**src/rtl/alu_exec.sv**
```systemverilog
// Execute-stage ALU: single-cycle add/sub/and/or, iterative shift-add multiply.
// Multiply stalls upstream via ready_o for WIDTH cycles.
module alu_exec #(
    parameter int WIDTH = 32
) (
    input  logic             clk_i,
    input  logic             rst_i,
    input  logic             valid_i,
    output logic             ready_o,
    input  logic [2:0]       ALUCtrl_i,
    input  logic [WIDTH-1:0] data1_i,
    input  logic [WIDTH-1:0] data2_i,
    output logic             valid_o,
    output logic [WIDTH-1:0] data_o,
    output logic             zero_o,
    output logic             busy_o
);

    localparam int CW = $clog2(WIDTH);
    localparam logic [CW-1:0] CNT_LAST = CW'(WIDTH - 1);

    typedef enum logic {
        IDLE,
        MUL
    } state_e;

    state_e           state_q;
    logic [WIDTH-1:0] mcand_q;
    logic [WIDTH-1:0] mplier_q;
    logic [WIDTH-1:0] acc_q;
    logic [WIDTH-1:0] data_q;
    logic [CW-1:0]    cnt_q;
    logic             valid_q;
    logic             zero_q;

    logic [WIDTH-1:0] res_d;
    logic [WIDTH-1:0] acc_d;
    logic             is_mul;

    assign is_mul = (ALUCtrl_i == 3'b101);

    always_comb begin
        res_d = '0;
        case (ALUCtrl_i)
            3'b001:  res_d = data1_i + data2_i;
            3'b010:  res_d = data1_i - data2_i;
            3'b011:  res_d = data1_i & data2_i;
            3'b100:  res_d = data1_i | data2_i;
            default: res_d = '0;
        endcase
    end

    // One shift-add step; the final step's sum is the product.
    assign acc_d = mplier_q[0] ? (acc_q + mcand_q) : acc_q;

    always_ff @(posedge clk_i or negedge rst_i) begin
        if (!rst_i) begin
            state_q  <= IDLE;
            mcand_q  <= '0;
            mplier_q <= '0;
            acc_q    <= '0;
            cnt_q    <= '0;
            data_q   <= '0;
            zero_q   <= 1'b1;
            valid_q  <= 1'b0;
        end else begin
            valid_q <= 1'b0;
            case (state_q)
                IDLE: begin
                    if (valid_i) begin
                        if (is_mul) begin
                            mcand_q  <= data1_i;
                            mplier_q <= data2_i;
                            acc_q    <= '0;
                            cnt_q    <= '0;
                            state_q  <= MUL;
                        end else begin
                            data_q  <= res_d;
                            zero_q  <= (res_d == '0);
                            valid_q <= 1'b1;
                        end
                    end
                end
                MUL: begin
                    acc_q    <= acc_d;
                    mcand_q  <= mcand_q << 1;
                    mplier_q <= mplier_q >> 1;
                    cnt_q    <= cnt_q + 1'b1;
                    if (cnt_q == CNT_LAST) begin
                        data_q  <= acc_d;
                        zero_q  <= (acc_d == '0);
                        valid_q <= 1'b1;
                        state_q <= IDLE;
                    end
                end
            endcase
        end
    end

    assign ready_o = (state_q == IDLE);
    assign busy_o  = (state_q == MUL);
    assign valid_o = valid_q;
    assign data_o  = data_q;
    assign zero_o  = zero_q;

endmodule

```
**config.mk**
```make
export PLATFORM = sky130hd
export DESIGN_NAME = alu_exec
export DESIGN_NICKNAME = d
export VERILOG_FILES = /design/src/rtl/alu_exec.sv
export SDC_FILE = /design/constraint.sdc
export NUM_CORES = 1
export LEC_CHECK = 0
export BUFFER_PORTS_ARGS = -buffer_cell sky130_fd_sc_hd__buf_2
export CAP_MARGIN = 40
export CELL_PAD_IN_SITES_DETAIL_PLACEMENT = 1
export CELL_PAD_IN_SITES_GLOBAL_PLACEMENT = 1
export CORE_ASPECT_RATIO = 1.25
export CORE_UTILIZATION = 42
export DETAILED_ROUTE_END_ITERATION = 12
export HOLD_SLACK_MARGIN = 0.15
export PLACE_DENSITY = 0.89
export SYNTH_ARGS = -nofsm -noshare
export SYNTH_HDL_FRONTEND = slang
export SYNTH_SLANG_ARGS = --single-unit
```
**constraint.sdc**
```tcl
create_clock -name clk_i -period 3.03 [get_ports clk_i]
set_clock_uncertainty 0.05 [all_clocks]
set_input_delay 0.1515 -clock clk_i [delete_from_list [all_inputs] [get_ports clk_i]]
set_output_delay 0.1515 -clock clk_i [all_outputs]
set_load 0.02 [all_outputs]
```
==> results.yml, run 1 <==
run_status:
  status: "aborted with a tool error"
  haltStage: "5_1_grt"
  error_line: "[ERROR GRT-0232] Routing congestion too high. Check the congestion heatmap in the GUI."
logic_synthesis:
  postSynthCellCount: 1406
  synth_warnings: 0
  synth-seq-cells: 136
  synth_edf_count: 0
  syn_nets: 1545
  synthDistinctLibCells: 82
  synth-seq-area-share: 0.297
  syn-cell-area_sq_mm: 0.0115
  async_flop_share: 1.00
  yosys_most_used_dff: "dfrtp_1"
  syn_area_per_cell_sq_um: 8.15
die:
  die_w_um: 150
  num_rows: 67
  io-pin-count: 106
  start_util: 0.427
  die_h_um: 187
place:
  place.gp.congestion: 0.927
  dp.cells: 2107
  portBuffers: 105
  place_hpwl_um: 38800
cts:
  cts_made_buffers: 17
  cts-htree-levels: 4
  clk_path_buf_depth: 2
  root_buffer: "clkbuf_16"
  cts_sinks: 136
timing:
  grt-worst-endpoint: "zero_o$_DFFE_PN1P_/D"
  worst_endpoint_kind: "sequential cell input"
global_routing:
  overflow: 9
  grt_max_degree: 77
  grt_use_total: 0.751
==> per-stage QoR <==
stage          setup WS, ns   util  cell area, sq um
2_1_floorplan         -1.01      -             11600
3_3_place_gp          -1.39  0.551             14800
3_5_place_dp          -1.62  0.551             14800
4_1_cts               -1.09  0.633             17000
==> kinds of logic after synthesis <==
group / Yosys count / synth area share
AO/OA/AOI/OAI: 427 / 0.237
XOR/XNOR: 77 / 0.0589
adder cells (fa/ha/maj): 69 / 0.0767
buffers and inverters: 104 / 0.0358
flip-flops: 136 / 0.297
multiplexers: 107 / 0.0955
AND/OR/NAND/NOR: 486 / 0.199
==> routing by layer <==
metal	GRT overflow	track usage
met2	6	0.916
met3	0	0.563
met1	0	0.783
met4	3	0.741
met5	0	0.146
==> cells in the mapped netlist (6+ instances only) <==
| master | number | area [sq um] |
|---|---|---|
| nand4_1 | 13 | 81.3 |
| buf_2 | 13 | 65.1 |
| a222oi_1 | 7 | 70.1 |
| buf_1 | 16 | 60.1 |
| nand3_1 | 42 | 210 |
| inv_1 | 20 | 75.1 |
| nor2_1 | 89 | 334 |
| nand2b_1 | 10 | 62.6 |
| and3_1 | 11 | 68.8 |
| and2_1 | 6 | 37.5 |
| nand3b_1 | 7 | 52.6 |
| o21bai_1 | 8 | 60.1 |
| a211oi_1 | 12 | 90.1 |
| xor2_1 | 30 | 263 |
| ha_1 | 67 | 838 |
| a21oi_1 | 114 | 571 |
| or3_1 | 9 | 56.3 |
| nand2_1 | 222 | 833 |
| o21a_1 | 15 | 113 |
| dfrtp_1 | 135 | 3380 |
| o211ai_1 | 9 | 67.6 |
| o21ai_0 | 147 | 736 |
| mux2_2 | 18 | 203 |
| clkbuf_1 | 51 | 191 |
| a221oi_1 | 6 | 52.6 |
| a22oi_1 | 11 | 82.6 |
| a21o_1 | 21 | 158 |
| nor4_1 | 7 | 43.8 |
| mux2i_1 | 89 | 891 |
| xnor2_1 | 47 | 412 |
| nor2b_1 | 18 | 113 |
| nor3_1 | 23 | 115 |
| a211o_1 | 8 | 70.1 |
| a31oi_1 | 13 | 81.3 |
==> timing repair <==
item                                    4_1_cts
gates resized for setup                     216
hold buffers                                 35
pin swaps                                   104
gates cloned                                  0
setup buffers                                45
endpoints found under the setup margin       33
endpoints found under the hold margin       105
==> inputs of run 2 (changes only) <==
Settings changed: CELL_PAD_IN_SITES_DETAIL_PLACEMENT 1 to not set, CELL_PAD_IN_SITES_GLOBAL_PLACEMENT 1 to not set, CORE_ASPECT_RATIO 1.25 to not set, CORE_UTILIZATION 42 to 35, HOLD_SLACK_MARGIN 0.15 to not set, PLACE_DENSITY 0.89 to not set, PLACE_DENSITY_LB_ADDON set to 0.15.
Clock period 3.03 ns to 3.9 ns, I/O delays scaled along.
==> results.yml, run 2 <==
run_status:
  status: "finished with violations"
  violations: "negative setup slack"
place:
  place.gp.congestion: 0.868
  place_hpwl_um: 29300
  place_area_sq_mm: 0.0137
  portBuffers: 105
routing:
  drt_iter0_markers: 726
  dr.pass1.iters: 6
  drc_errors: 0
  drt_wl_total_um: 38000
  viasPerCell: 5.37
  num_vias: 11300
  ant_nets: 0
  avgRoutedWirePerCell_um: 18.1
logic_synthesis:
  yosys_most_used_dff: "dfrtp_1"
  yosys-top-cells-area: "dfrtp_1, mux2i_1, ha_1"
  postSynthCellCount: 1406
  synthDistinctLibCells: 82
  synth_edf_count: 0
  synth.most_common_cell: "nand2_1"
  synth-seq-area-share: 0.297
  synth_warnings: 0
  syn_nets: 1545
  yosysTopAreaCell: "dfrtp_1"
  async_flop_share: 1.00
  synth-seq-cells: 136
  synth_top_area_share: 0.295
  syn_area_per_cell_sq_um: 8.15
  syn-cell-area_sq_mm: 0.0115
  synth_common_cells: "nand2_1, o21ai_0, dfrtp_1, a21oi_1"
global_routing:
  antenna_found_initial: 0
  grt_max_degree: 82
  grt_use_total: 0.230
  grt_pass1_wl_um: 59600
  grt_pass1_vias: 10600
  overflow: 0
worst_setup_path:
  crit-reg2reg-launch: "mcand_q[2]"
  cp-start-kind: "input pin"
  cp.required_ns: 4.18
  reg2reg_depth: 13
  critical_path.endpoint: "data_o[31]"
  crit_arrival_ns: 4.25
  critPathLaunch: "data2_i[3]"
  r2r_slack_ns: 0.23
  r2r-end: "zero_o"
  path_max_fanout: 3
  worstSetupPathType: "input pin to flop"
  endpoint_kind: "flop"
finish:
  final_core_util: 0.461
  synthToLayoutAreaGrowth_pct: 28.2
  final_nets: 1791
  n_antenna_cell: 0
  layout_common_cells: "nand2_1, buf_4, o21ai_0, dfrtp_1, a21oi_1"
  drive_above_1_share: 0.271
  stdcell_area_sq_mm: 0.0147
  layout_commonest_cell: "nand2_1"
timing:
  maxSlewViolCount: 0
  slew_headroom: 0.470
  finalCriticalPeriod_ns: 3.97
  rsz0062_at_grt: "true"
  period_share: 1.02
  finalSetupViolCount: 2
  tightest_slew_ns: 0.795
  hold_viol: 0
  setup_ws_ns: -0.0668
  timing.fmax_mhz: 252
die:
  start_util: 0.359
  die_h_um: 183
  coreArea_sq_mm: 0.0319
  io-pin-count: 106
  num_rows: 65
  dieArea_sq_mm: 0.0335
  die_w_um: 183
pwr:
  peakVddDrop_mv: 0.354
  pwr_density_cell_mw_per_mm2: 582
  power_leakage_nw: 6.95
run:
  maxCapViolCount: 0
cts:
  insertion_delay_ns: 0.45
  cts_sinks: 136
  tritoncts: "done"
  cts-htree-levels: 4
  root_buffer: "clkbuf_16"
  clk_path_buf_depth: 2
  clk_pin_slew_ns: 0.06
  cts_made_buffers: 17
min_path:
  min_path_type: "input pin to flop"
[run 2: cell counts after synthesis]
Identical to the previous run, type by type.
[run 2: worst min path at each step]
stage	start	endpoint	slack [ns]	cells past startpoint
3_5_place_dp	rst_i	mplier_q[27]	0.25	1
5_1_grt	data2_i[31]	mplier_q[31]	0.07	3
4_1_cts	data2_i[31]	mplier_q[31]	0.02	3
6_report	data2_i[31]	mplier_q[31]	0.04	3
2_1_floorplan	rst_i	acc_q[0]	-0.15	0
3_3_place_gp	rst_i	mplier_q[26]	0.26	1
[run 2: cell type report]
| class | count | area (sq um) |
|---|---|---|
| Inverter | 23 | 86.3 |
| Timing Repair Buffer | 308 | 2090 |
| Clock inverter | 12 | 96.3 |
| Sequential cell | 136 | 3410 |
| Tap cell | 435 | 544 |
| Clock buffer | 19 | 433 |
| Multi-Input combinational cell | 1166 | 8030 |
| Fill cell | 3232 | 17200 |
[run 2: per-layer routing]
metal	global-route usage	wire length (um)	vias up
met5	0	0	-
met4	0.0723	834	0
met3	0.0258	1470	38
met2	0.355	16800	216
met1	0.333	18900	5391
li1	-	-	5621
[run 2: per-stage QoR]
step	TNS [ns]	std cells	hold slack (ns)	total power, W	worst slack, ns
2_1_floorplan	-0.208	1406	-0.151	0.00539	-0.196
3_3_place_gp	-5.92	2050	0.257	0.00684	-0.674
3_5_place_dp	-6.43	2050	0.249	0.00689	-0.746
4_1_cts	-0.144	2085	0.0206	0.00850	-0.144
5_1_grt	-0.941	2099	0.0656	0.00923	-0.372
6_report	-0.113	2099	0.0436	0.00855	-0.0668
[run 2: repair_timing]
item	4_1_cts	5_1_grt
buffers inserted	3	14
pin swaps	13	46
hold endpoints to repair	78	0
gates resized for setup	10	71
endpoints found under the setup margin	4	13
hold buffers	1	0
[run 2: cells by family after synthesis]
| logic type | share of synthesized area |
|---|---|
| AO/OA/AOI/OAI | 0.237 |
| XOR/XNOR | 0.0589 |
| adder cells (fa/ha/maj) | 0.0767 |
| buffers and inverters | 0.0358 |
| flip-flops | 0.297 |
| multiplexers | 0.0955 |
| AND/OR/NAND/NOR | 0.199 |
[run 2: report_power, final]
| part | switching, W | internal (W) | total, W |
|---|---|---|---|
| Sequential | 0.000439 | 0.00196 | 0.00240 |
| Combinational | 0.00272 | 0.00189 | 0.00461 |
| Clock | 0.000730 | 0.000816 | 0.00155 |
| Total | 0.00388 | 0.00467 | 0.00855 |
[run 2: worst max-delay path, stage by stage]
cell	delay, ns
buf_6	0.09
or3_4	0.37
or3b_4	0.43
buf_4	0.17
nand2_1	0.08
xor2_1	0.16
ha_1	0.28
buf_4	0.14
and4_1	0.19
and2_4	0.17
o311a_4	0.13
o211ai_1	0.31
buf_4	0.17
a311oi_2	0.10
o41ai_2	0.35
nor2b_2	0.20
xnor2_1	0.12
nor2_1	0.06
a221oi_2	0.24
nand2_1	0.09
a22o_1	0.20
(Power assumes the default switching activity.)
==> inputs of run 3 (changes only) <==
--- a/config.mk
+++ b/config.mk
@@ -8,4 +8,6 @@
 export BUFFER_PORTS_ARGS = -buffer_cell sky130_fd_sc_hd__buf_2
 export CAP_MARGIN = 40
+export CORE_ASPECT_RATIO = 0.6
+export CORE_MARGIN = 2
 export CORE_UTILIZATION = 35
 export DETAILED_ROUTE_END_ITERATION = 12
==> constraint.sdc (replaced) <==
create_clock -name clk_i -period 3.9 [get_ports clk_i]
set_clock_uncertainty 0.05 [all_clocks]
set_input_delay 0.78 -clock clk_i [delete_from_list [all_inputs] [get_ports clk_i]]
set_output_delay 0.78 -clock clk_i [all_outputs]
set_load 0.02 [all_outputs]
==> results.yml, run 3 (same netlist as run 2, synthesis figures left out) <==
worst_setup_path:
  reg2reg_depth: 13
  cp_slowest_cell: "or3b_4"
  cp.required_ns: 4.23
  path_max_fanout: 4
  worstSetupPathType: "input pin to flop"
  crit_arrival_ns: 4.99
  endpoint_kind: "flop"
  cpPeakStageDelay_ns: 0.42
  cp-start-kind: "input pin"
  path_cells: "buf_6, or3_4, or3b_4, nor3_4, nand2_2, nor2_4, nand2_2, nand2_1, xor2_1, ha_1, a21oi_2, buf_6, buf_6, o21bai_1, a21oi_2, a21oi_2, nor2_2, o22ai_4, xor2_2, a211oi_1, nand3_1, nor4bb_2, a32oi_1, o21ai_1"
place:
  portBuffers: 105
  place.gp.congestion: 0.949
  place_hpwl_um: 30200
timing:
  maxSlewViolCount: 0
  setup_tns_ns: -6.79
  period_share: 1.20
  tightest_slew_ns: 0.694
  slew_headroom: 0.537
  timing.fmax_mhz: 215
  finalSetupViolCount: 18
  rsz0062_at_grt: "true"
  setup_ws_ns: -0.762
  hold_viol: 0
  finalCriticalPeriod_ns: 4.66
cts:
  cts_sinks: 136
  tritoncts: "done"
  clk_path_buf_depth: 2
  cts-htree-levels: 4
  root_buffer: "clkbuf_16"
  holdBufCountCts: 0
  clk_pin_slew_ns: 0.07
  insertion_delay_ns: 0.46
  cts_made_buffers: 17
routing:
  viasPerCell: 5.45
  drt_iter0_markers: 1011
  ant_nets: 0
  dr.pass1.iters: 6
  drc_errors: 0
  num_vias: 11700
  drt_wl_total_um: 40200
  avgRoutedWirePerCell_um: 18.7
finish:
  synthToLayoutAreaGrowth_pct: 36.3
  layout_commonest_cell: "buf_4"
  n_antenna_cell: 0
  drive_above_1_share: 0.321
  final_nets: 1852
  layout_common_cells: "buf_4, nand2_1, dfrtp_1, o21ai_0, buf_2"
  final_core_util: 0.483
die:
  die_h_um: 144
  io-pin-count: 106
  num_rows: 51
  die_w_um: 238
  dieArea_sq_mm: 0.0342
  start_util: 0.354
  coreArea_sq_mm: 0.0324
global_routing:
  grt_use_total: 0.236
  antenna_found_initial: 0
  overflow: 0
  grt_max_degree: 153
  grt_pass1_vias: 10900
  grt_pass1_wl_um: 62200
run:
  maxCapViolCount: 0
pwr:
  pwr_density_cell_mw_per_mm2: 582
  peakVddDrop_mv: 0.436
  power_leakage_nw: 7.41
run_status:
  violations: "negative setup slack"
  status: "finished with violations"
min_path:
  min_path_type: "input pin to async pin"
run 3: cell count changes in the layout (fill, tap and decap cells not counted), sizes merged:
cell | previous run | this run
buf | 307 | 369
bufinv | 0 | 2
clkinvlp | 7 | 5
clkinv | 2 | 1
dlygate4sd3 | 1 | 0
inv | 26 | 27
run 3: repair_timing:
action                                  4_1_cts  5_1_grt
pin swaps                                    56       38
buffers inserted                             27       11
resized for setup                           106       52
endpoints found under the setup margin       18       22
run 3: final timing paths:
| kind | from | endpoint | slack [ns] |
|---|---|---|---|
| setup / recovery | data2_i[5] | zero_o | -0.76 |
| hold / removal | rst_i | mplier_q[26] | 0.22 |
| setup reg to reg | mcand_q[2] | data_o[31] | 0.21 |
| hold reg to reg | data_o[26] | data_o[26] | 0.44 |
| max in group asynchronous | rst_i | mplier_q[8] | 2.80 |
| min in group clk_i | data_o[26] | data_o[26] | 0.44 |
run 3: per-layer routing:
| layer | share of wire | up-vias | track usage |
|---|---|---|---|
| met1 | 0.50 | 5616 | 0.350 |
| met4 | 0.013 | 0 | 0.0596 |
| met2 | 0.43 | 331 | 0.352 |
| met5 | 0 | - | 0 |
| met3 | 0.056 | 32 | 0.0393 |
| li1 | - | 5729 | - |
run 3: metrics by stage:
stage | hold WS [ns] | power (W) | setup WS, ns | instance area (sq um) | instances
finish | 0.219 | 0.00909 | -0.762 | 15600 | 2149
global route | 0.256 | 0.00973 | -0.961 | 15600 | 2149
detailed placement | 0.420 | 0.00702 | -1.42 | 14100 | 2087
CTS | 0.229 | 0.00898 | -0.665 | 15300 | 2139
floorplan | 0.403 | 0.00541 | -0.778 | 11600 | 1406
global placement | 0.414 | 0.00696 | -1.32 | 14100 | 2086
run 3: worst max-delay path, delay by kind of cell:
kind                     cells  cell delay, ns
adder cells (fa/ha/maj)      1            0.30
AND/OR/NAND/NOR             10            2.16
buffers and inverters        3            0.33
XOR/XNOR                     2            0.32
AO/OA/AOI/OAI                8            1.08
run 3: report_power, final:
group / total (W) / switching [W] / internal (W) / leakage, nW
logic: 0.00498 / 0.00289 / 0.00210 / 5.40
clock network: 0.00169 / 0.000729 / 0.000963 / 0.270
registers: 0.00241 / 0.000454 / 0.00196 / 1.75
run 3: cell type report:
class / instances / area (sq um)
multi-input combinational: 1166 / 8340
tap: 424 / 531
timing repair buffer: 369 / 2660
clock buffer: 19 / 443
sequential: 136 / 3410
fill: 3169 / 16700
inverter: 23 / 86.3
clock inverter: 12 / 141
==> inputs of run 4 (changes only) <==
Settings changed: PLACE_DENSITY_LB_ADDON 0.15 to 0.3.
==> results.yml, run 4 (same netlist as run 2, synthesis figures left out) <==
worst_setup_path:
  r2r-end: "zero_o"
  cp-start-kind: "input pin"
  path_max_fanout: 5
  endpoint_kind: "flop"
  cp.required_ns: 4.23
  crit_arrival_ns: 5.00
  crit-reg2reg-launch: "mcand_q[1]"
  reg2reg_depth: 13
  worstSetupPathType: "input pin to flop"
  r2r_slack_ns: 0.08
finish:
  layout_commonest_cell: "buf_4"
  layout_common_cells: "buf_4, nand2_1, dfrtp_1, o21ai_0, buf_2"
  final_core_util: 0.487
  final_cells: 2144
  synthToLayoutAreaGrowth_pct: 37.6
  final_nets: 1846
  n_antenna_cell: 0
  fillers: 3058
  drive_above_1_share: 0.324
die:
  start_util: 0.354
  io-pin-count: 106
  dieArea_sq_mm: 0.0342
  coreArea_sq_mm: 0.0324
  num_rows: 51
  die_h_um: 144
  die_w_um: 238
timing:
  period_share: 1.20
  finalCriticalPeriod_ns: 4.67
  rsz0062_at_grt: "true"
  finalSetupViolCount: 18
  tightest_slew_ns: 0.829
  timing.fmax_mhz: 214
  slew_headroom: 0.447
  setup_ws_ns: -0.770
  hold_viol: 0
  maxSlewViolCount: 0
global_routing:
  grt_pass1_vias: 11300
  grt_use_total: 0.234
  grt_pass1_wl_um: 62300
  antenna_found_initial: 0
  overflow: 0
  grt_max_degree: 84
cts:
  holdBufCountCts: 0
  clk_path_buf_depth: 2
  clk_pin_slew_ns: 0.06
  cts_sinks: 136
  cts-htree-levels: 4
  insertion_delay_ns: 0.45
  tritoncts: "done"
  cts_made_buffers: 17
  root_buffer: "clkbuf_16"
min_path:
  min_path_type: "input pin to async pin"
pwr:
  peakVddDrop_mv: 0.414
  pwr_density_cell_mw_per_mm2: 581
  power_leakage_nw: 7.48
place:
  dp.cells: 2075
  place_hpwl_um: 29600
  pre_cts_slack_ns: -1.60
  place.gp.congestion: 0.951
  portBuffers: 105
routing:
  ant_nets: 0
  drt-met1-wl_um: 19600
  drc_errors: 0
  viasPerCell: 5.51
  wl_met2_um: 17100
  routed-wl-met3_um: 2040
  drt_iter0_markers: 958
  dr.pass1.iters: 6
  avgRoutedWirePerCell_um: 18.4
  highest_layer: "met4"
  num_vias: 11800
  drt_wl_total_um: 39500
run_status:
  status: "finished with violations"
  violations: "negative setup slack"
run:
  maxCapViolCount: 0
run 4: cell count changes in the layout (fill, tap and decap cells not counted), sizes merged:
cell and change:
clkinvlp -4, inv -1, clkinv +6, buf -6
run 4: per-stage QoR:
stage	cell area, sq um	hold WS, ns	setup TNS (ns)	power, W
2_1_floorplan	11600	0.403	-4.33	0.00541
3_3_place_gp	14000	0.404	-19.56	0.00691
3_5_place_dp	14000	0.405	-20.58	0.00700
4_1_cts	15500	0.381	-5.78	0.00902
5_1_grt	15800	0.432	-9.40	0.00982
6_report	15800	0.350	-6.74	0.00916
run 4: critical path: stages:
cell and delay [ns]:
buf_6 0.09, or3_4 0.37, or3b_4 0.42, nor3_4 0.19
buf_6 0.14, nand2_4 0.06, nor2_4 0.16, nand2_4 0.08
nand2_2 0.09, xor2_2 0.16, ha_4 0.24, a21oi_4 0.23
nand2_2 0.11, a21oi_1 0.19, o22ai_1 0.11, a222oi_1 0.38
o211ai_1 0.21, and4b_1 0.30, nand3_1 0.12, nor4bb_2 0.31
a32oi_1 0.13, o21ai_1 0.10
run 4: area by class of cell:
type | instances | area, sq um | share of cell area
clock buffers | 19 | 433 | 0.0275
clock inverters | 13 | 144 | 0.00913
inverters | 23 | 86.3 | 0.00548
multi-input cells | 1166 | 8510 | 0.540
flip-flops and latches | 136 | 3410 | 0.216
well taps | 424 | 531 | 0.0337
repair buffers | 363 | 2650 | 0.168
run 4: worst max-delay path by stage:
stage / startpoint / endpoint / slack [ns] / cells past startpoint
2_1_floorplan: data2_i[5] / zero_o / -0.78 / 21
3_3_place_gp: data2_i[5] / zero_o / -1.38 / 22
3_5_place_dp: data2_i[5] / zero_o / -1.60 / 22
4_1_cts: data2_i[5] / zero_o / -0.70 / 20
5_1_grt: data2_i[5] / zero_o / -1.0 / 23
6_report: data2_i[5] / zero_o / -0.77 / 22
run 4: power by group:
part	internal, W	switching (W)
combinational	0.00214	0.00297
sequential	0.00196	0.000420
clock	0.000948	0.000724
run 4: what timing repair did:
item	in CTS	in global routing
setup buffers	34	12
pin swaps	68	49
setup endpoints to repair	19	21
resized for setup	137	57
run 4: per-layer routing:
layer  track usage  up-vias
li1              -     5714
met1         0.336     5721
met2         0.361      324
met3        0.0357       56
met4        0.0705        0
met5             0        -
